**src/rtl/ram_arbiter.sv**
```systemverilog
// ram_arbiter: shares one single-port data RAM between two req/ack requesters,
// with round-robin or fixed-priority selection and a fixed RAM read latency.
`default_nettype none
`timescale 1ns/1ps

module ram_arbiter #(
  parameter int ADDR_W       = 16,
  parameter int DATA_W       = 16,
  parameter int READ_LATENCY = 2,
  parameter int FIXED_PRIO   = 0
) (
  input  logic              clock,
  input  logic              reset_n,
  input  logic              m0_req,
  input  logic              m0_we,
  input  logic [ADDR_W-1:0] m0_addr,
  input  logic [DATA_W-1:0] m0_wdata,
  output logic              m0_ack,
  output logic [DATA_W-1:0] m0_rdata,
  input  logic              m1_req,
  input  logic              m1_we,
  input  logic [ADDR_W-1:0] m1_addr,
  input  logic [DATA_W-1:0] m1_wdata,
  output logic              m1_ack,
  output logic [DATA_W-1:0] m1_rdata,
  output logic [ADDR_W-1:0] address_ram,
  output logic [DATA_W-1:0] data_ram,
  output logic              wren_ram,
  input  logic [DATA_W-1:0] q_ram,
  output logic              busy,
  output logic              last_grant
);

  localparam int CNT_W = 2;

  typedef enum logic [1:0] {IDLE, WRITE, WAIT, DONE} state_e;

  state_e             state_q, state_d;
  logic               owner_q, owner_d;
  logic [CNT_W-1:0]   cnt_q, cnt_d;
  logic [ADDR_W-1:0]  addr_q, addr_d;
  logic [DATA_W-1:0]  data_q, data_d;
  logic               wren_q, wren_d;
  logic               ack0_q, ack0_d, ack1_q, ack1_d;
  logic [DATA_W-1:0]  rdata0_q, rdata0_d, rdata1_q, rdata1_d;
  logic               last_q, last_d;
  logic               busy_q, busy_d;
  logic               win;

  // Tie-break: alternate against the previous grant unless port 0 is fixed winner.
  always_comb begin
    if (m0_req && m1_req) begin
      win = (FIXED_PRIO != 0) ? 1'b0 : ~last_q;
    end else begin
      win = m1_req;
    end
  end

  always_comb begin
    state_d  = state_q;
    owner_d  = owner_q;
    cnt_d    = cnt_q;
    addr_d   = addr_q;
    data_d   = data_q;
    wren_d   = 1'b0;
    ack0_d   = 1'b0;
    ack1_d   = 1'b0;
    rdata0_d = rdata0_q;
    rdata1_d = rdata1_q;
    last_d   = last_q;
    case (state_q)
      IDLE: begin
        if (m0_req || m1_req) begin
          owner_d = win;
          last_d  = win;
          addr_d  = win ? m1_addr : m0_addr;
          data_d  = win ? m1_wdata : m0_wdata;
          if (win ? m1_we : m0_we) begin
            wren_d  = 1'b1;
            state_d = WRITE;
          end else begin
            cnt_d   = CNT_W'(READ_LATENCY);
            state_d = WAIT;
          end
        end
      end
      WRITE: begin
        ack0_d  = ~owner_q;
        ack1_d  = owner_q;
        state_d = DONE;
      end
      WAIT: begin
        if (cnt_q == CNT_W'(1)) begin
          if (owner_q) rdata1_d = q_ram;
          else         rdata0_d = q_ram;
          ack0_d  = ~owner_q;
          ack1_d  = owner_q;
          state_d = DONE;
        end else begin
          cnt_d = cnt_q - CNT_W'(1);
        end
      end
      DONE: begin
        state_d = IDLE;
      end
      default: begin
        state_d = IDLE;
      end
    endcase
    busy_d = (state_d != IDLE);
  end

  always_ff @(posedge clock or negedge reset_n) begin
    if (!reset_n) begin
      state_q  <= IDLE;
      owner_q  <= 1'b0;
      cnt_q    <= '0;
      addr_q   <= '0;
      data_q   <= '0;
      wren_q   <= 1'b0;
      ack0_q   <= 1'b0;
      ack1_q   <= 1'b0;
      rdata0_q <= '0;
      rdata1_q <= '0;
      last_q   <= 1'b1;
      busy_q   <= 1'b0;
    end else begin
      state_q  <= state_d;
      owner_q  <= owner_d;
      cnt_q    <= cnt_d;
      addr_q   <= addr_d;
      data_q   <= data_d;
      wren_q   <= wren_d;
      ack0_q   <= ack0_d;
      ack1_q   <= ack1_d;
      rdata0_q <= rdata0_d;
      rdata1_q <= rdata1_d;
      last_q   <= last_d;
      busy_q   <= busy_d;
    end
  end

  assign m0_ack      = ack0_q;
  assign m1_ack      = ack1_q;
  assign m0_rdata    = rdata0_q;
  assign m1_rdata    = rdata1_q;
  assign address_ram = addr_q;
  assign data_ram    = data_q;
  assign wren_ram    = wren_q;
  assign busy        = busy_q;
  assign last_grant  = last_q;

endmodule

`default_nettype wire

```
**config.mk**
```make
export PLATFORM = sky130hd
export DESIGN_NAME = ram_arbiter
export DESIGN_NICKNAME = d
export VERILOG_FILES = /design/src/rtl/ram_arbiter.sv
export SDC_FILE = /design/constraint.sdc
export NUM_CORES = 1
export LEC_CHECK = 0
export CAP_MARGIN = 10
export CORE_MARGIN = 2
export CORE_UTILIZATION = 41
export CTS_CLUSTER_SIZE = 12
export DETAILED_ROUTE_END_ITERATION = 12
export PLACE_DENSITY = 0.81
export REMOVE_ABC_BUFFERS = 1
export SETUP_SLACK_MARGIN = 0.2
export SLEW_MARGIN = 10
export SYNTH_ARGS = -nofsm -noshare
export SYNTH_HDL_FRONTEND = slang
export SYNTH_SLANG_ARGS = --single-unit
export TNS_END_PERCENT = 100
```
**constraint.sdc**
```tcl
create_clock -name clock -period 2 [get_ports clock]
set_input_delay 0.4 -clock clock [delete_from_list [all_inputs] [get_ports clock]]
set_output_delay 0.4 -clock clock [all_outputs]
set_load 0.03 [all_outputs]
```
==> metrics.md <==
| Metric | Value |
|---|---|
| TritonCTS buffer count | `9` |
| VDD IR-drop max | `0.699 mV` |
| Synth top area cells | `dfrtp_1, mux2_2, mux2i_1` |
| Critical-path maximum fanout | `2` |
| Critical path class | `reg -> out` |
| Crit path DAT | `1.36 ns` |
| Initial antenna violation count | `0` |
| Vias per inst | `4.87` |
| DRT Wirelength | `8090 um` |
| Final Hold Vio Count | `0` |
| Cells along the critical path | `clkdlybuf4s50_1` |
| Final Cell Area | `5260 um2` |
| CP required | `1.60 ns` |
| Synth cell types | `34` |
| Power Total | `8.09 mW` |
| Via Count | `2584` |
| Slew Limit Fails | `0` |
| Synth Register Bits | `74` |
| Worst R2R End | `m0_rdata[2]$_DFFE_PN0P_` |
| Status | `completed` |
| Top cell type by total area after synthesis | `dfrtp_1` |
| Die ar. | `8550 um2` |
| Die Span Y | `92.4 um` |
| CTS tree | `done` |
| First-pass GRT wire length | `12800 um` |
| Setup tns final | `0 ns` |
| Ant diodes | `0` |
| Highest clock rate | `567 MHz` |
| Core area | `7650 um2` |
| Max_cap viols | `0` |
| Vias in the first global route | `2706` |
| Routability congestion estimate | `0.837` |
| Total global routing overflow | `0` |
| RSZ-0062 raised after global routing | `false` |
| Hold_ws | `0.0127 ns` |
| Worst reg2reg setup slack | `0.29 ns` |
| Fin crit period | `1.76 ns` |
| Clk_skew | `0.00857 ns` |
| Dpl cell area | `4960 um2` |
| Fill cell count | `569` |
| Post-DP HPWL | `6170 um` |
| Routed Antenna Nets | `0` |
| Core Util, Final | `0.687` |
| Power Dens Cells | `1540 nW/um2` |
| Drt pass-1 iters | `4` |
| Number of port buffers | `154` |
| Final period util | `0.882` |
| Register area share after synthesis | `0.578` |
| Commonest non-fill, non-tap cell in the layout | `clkdlybuf4s50_1` |
| Mapped Area | `3210 um2` |
| DR DRC count | `0` |
| LEAKAGE | `2.81 nW` |
| Synthesis Warnings | `0` |
| Worst-Skew Late Latency | `0.34 ns` |
| CTS sink cnt | `74` |
| Mean Syn Cell Area | `12.2 um2` |
| Top-area cell type share of the netlist area | `0.570` |
| Clock root cell | `clkbuf_8` |
| Starting Density | `0.419` |
| Most frequent cells in the layout | `clkdlybuf4s50_1, dfrtp_1, dlymetal6s2s_1, o21ai_0, nand2_1` |
| Crit-path max cell delay | `0.67 ns` |
| CP endpoint kind | `output port` |
| Layout cells sized above 1 | `0.156` |
| CTS H-tree lvls | `3` |
| Slew @ Worst Pin | `0.482 ns` |
| Global-route total usage across every layer | `0.194` |
| CP Buf/Inv Count | `1` |
| Crit start category | `flip-flop` |
| Reg2Reg Depth | `6` |
| Largest net degree at the start of global routing | `57` |
| Routed len/inst | `15.2 um` |
| Slowest-stage cell, CP | `clkdlybuf4s50_1` |
| Final setup fails | `0` |
| I/O Pins | `155` |
| Worst slew margin | `0.679` |
| Core Rows | `32` |
| Layout area overhead | `63.9%` |
| Max Root-Sink Buffers | `2` |
| CP top delay family | `buffers and inverters` |
| Final #Nets | `515` |
| R2R Path Start | `state_q[0]$_DFF_PN0_` |
| Synthesized instance count | `262` |
| Post-CTS Hold Fix Bufs | `0` |
| Hold WC Path Type | `in -> async` |
| Die X | `92.4 um` |
| Clk pin slew, worst setup/hold paths | `0.08 ns` |
| Drt first-iter violations | `45` |
==> per-stage QoR <==
stage | std cells | setup WS [ns]
6_report | 531 | 0.237
5_1_grt | 531 | 0.203
4_1_cts | 531 | 0.200
3_5_place_dp | 515 | 0.0125
3_3_place_gp | 515 | 0.0857
2_1_floorplan | 249 | -1.91
==> cells by family after synthesis <==
group | after synthesis | share of synthesized area
DFF | 74 | 0.578
muxes | 64 | 0.212
AOI/OAI and AO/OA | 51 | 0.0972
and+or+nand+nor | 49 | 0.0667
buffers and inverters | 19 | 0.0265
adders and majority gates | 5 | 0.0195
==> final cells by class <==
class / count / area, um2 / share of cell area
multi-input cells: 169 / 1280 / 0.244
repair buffers: 164 / 1770 / 0.336
flip-flops and latches: 74 / 1850 / 0.353
clock inverters: 6 / 66.3 / 0.0126
clock buffers: 10 / 138 / 0.0262
inverters: 6 / 22.5 / 0.00429
well taps: 102 / 128 / 0.0243
==> timing repair <==
action | 4_1_cts | 5_1_grt
resized for setup | 18 | 47
buffers inserted | 0 | 0
endpoints found under the hold margin | 0 | 0
endpoints found under the setup margin | 18 | 78
==> routing by layer <==
metal / global-route usage / share of wire / wire (um)
met5: 0 / 0 / 0
met1: 0.244 / 0.42 / 3430
met4: 0.0659 / 0.013 / 106
met2: 0.311 / 0.47 / 3770
met3: 0.0708 / 0.098 / 791
==> power by group <==
group	switching, mW	internal (mW)
clock network	0.550	0.609
registers	0.380	2.24
logic	2.51	1.80
total	3.44	4.65
==> synthesized netlist by cell type (all sizes together) <==
master    n
clkbuf    7
nand3     1
a21oi     4
mux2i    32
nand2    35
o221ai    1
nand2b    2
a2bb2oi   1
a22o      1
and3      1
or2       2
buf       6
nor3b     1
o21ai    36
a21bo     1
a31oi     1
ha        5
a221o     1
a32o      1
o211ai    1
inv       6
nor2      4
o22ai     2
mux2     32
a21boi    1
dfrtp    73
and2      2
dfstp     1
nor2b     1
==> sequential cells by signal, summed over array words and instances (netlist names), 2 cells and up <==
signal	flops
m0_rdata	16
state_q	2
cnt_q	2
data_ram	16
m1_rdata	16
address_ram	16
==> worst max-delay path by stage <==
| stage | start | end | slack [ns] | cells after the start |
|---|---|---|---|---|
| 2_1_floorplan | m1_req | address_ram[0]$_DFFE_PN0P_ | -1.91 | 2 |
| 3_3_place_gp | m0_req | cnt_q[0]$_DFFE_PN0P_ | 0.09 | 5 |
| 3_5_place_dp | m0_req | cnt_q[0]$_DFFE_PN0P_ | 0.01 | 5 |
| 4_1_cts | m0_rdata[0]$_DFFE_PN0P_ | m0_rdata[0] | 0.20 | 1 |
| 5_1_grt | m0_rdata[5]$_DFFE_PN0P_ | m0_rdata[5] | 0.20 | 1 |
| 6_report | m0_rdata[15]$_DFFE_PN0P_ | m0_rdata[15] | 0.24 | 1 |
Note: power is estimated with default switching activity, not from simulation.
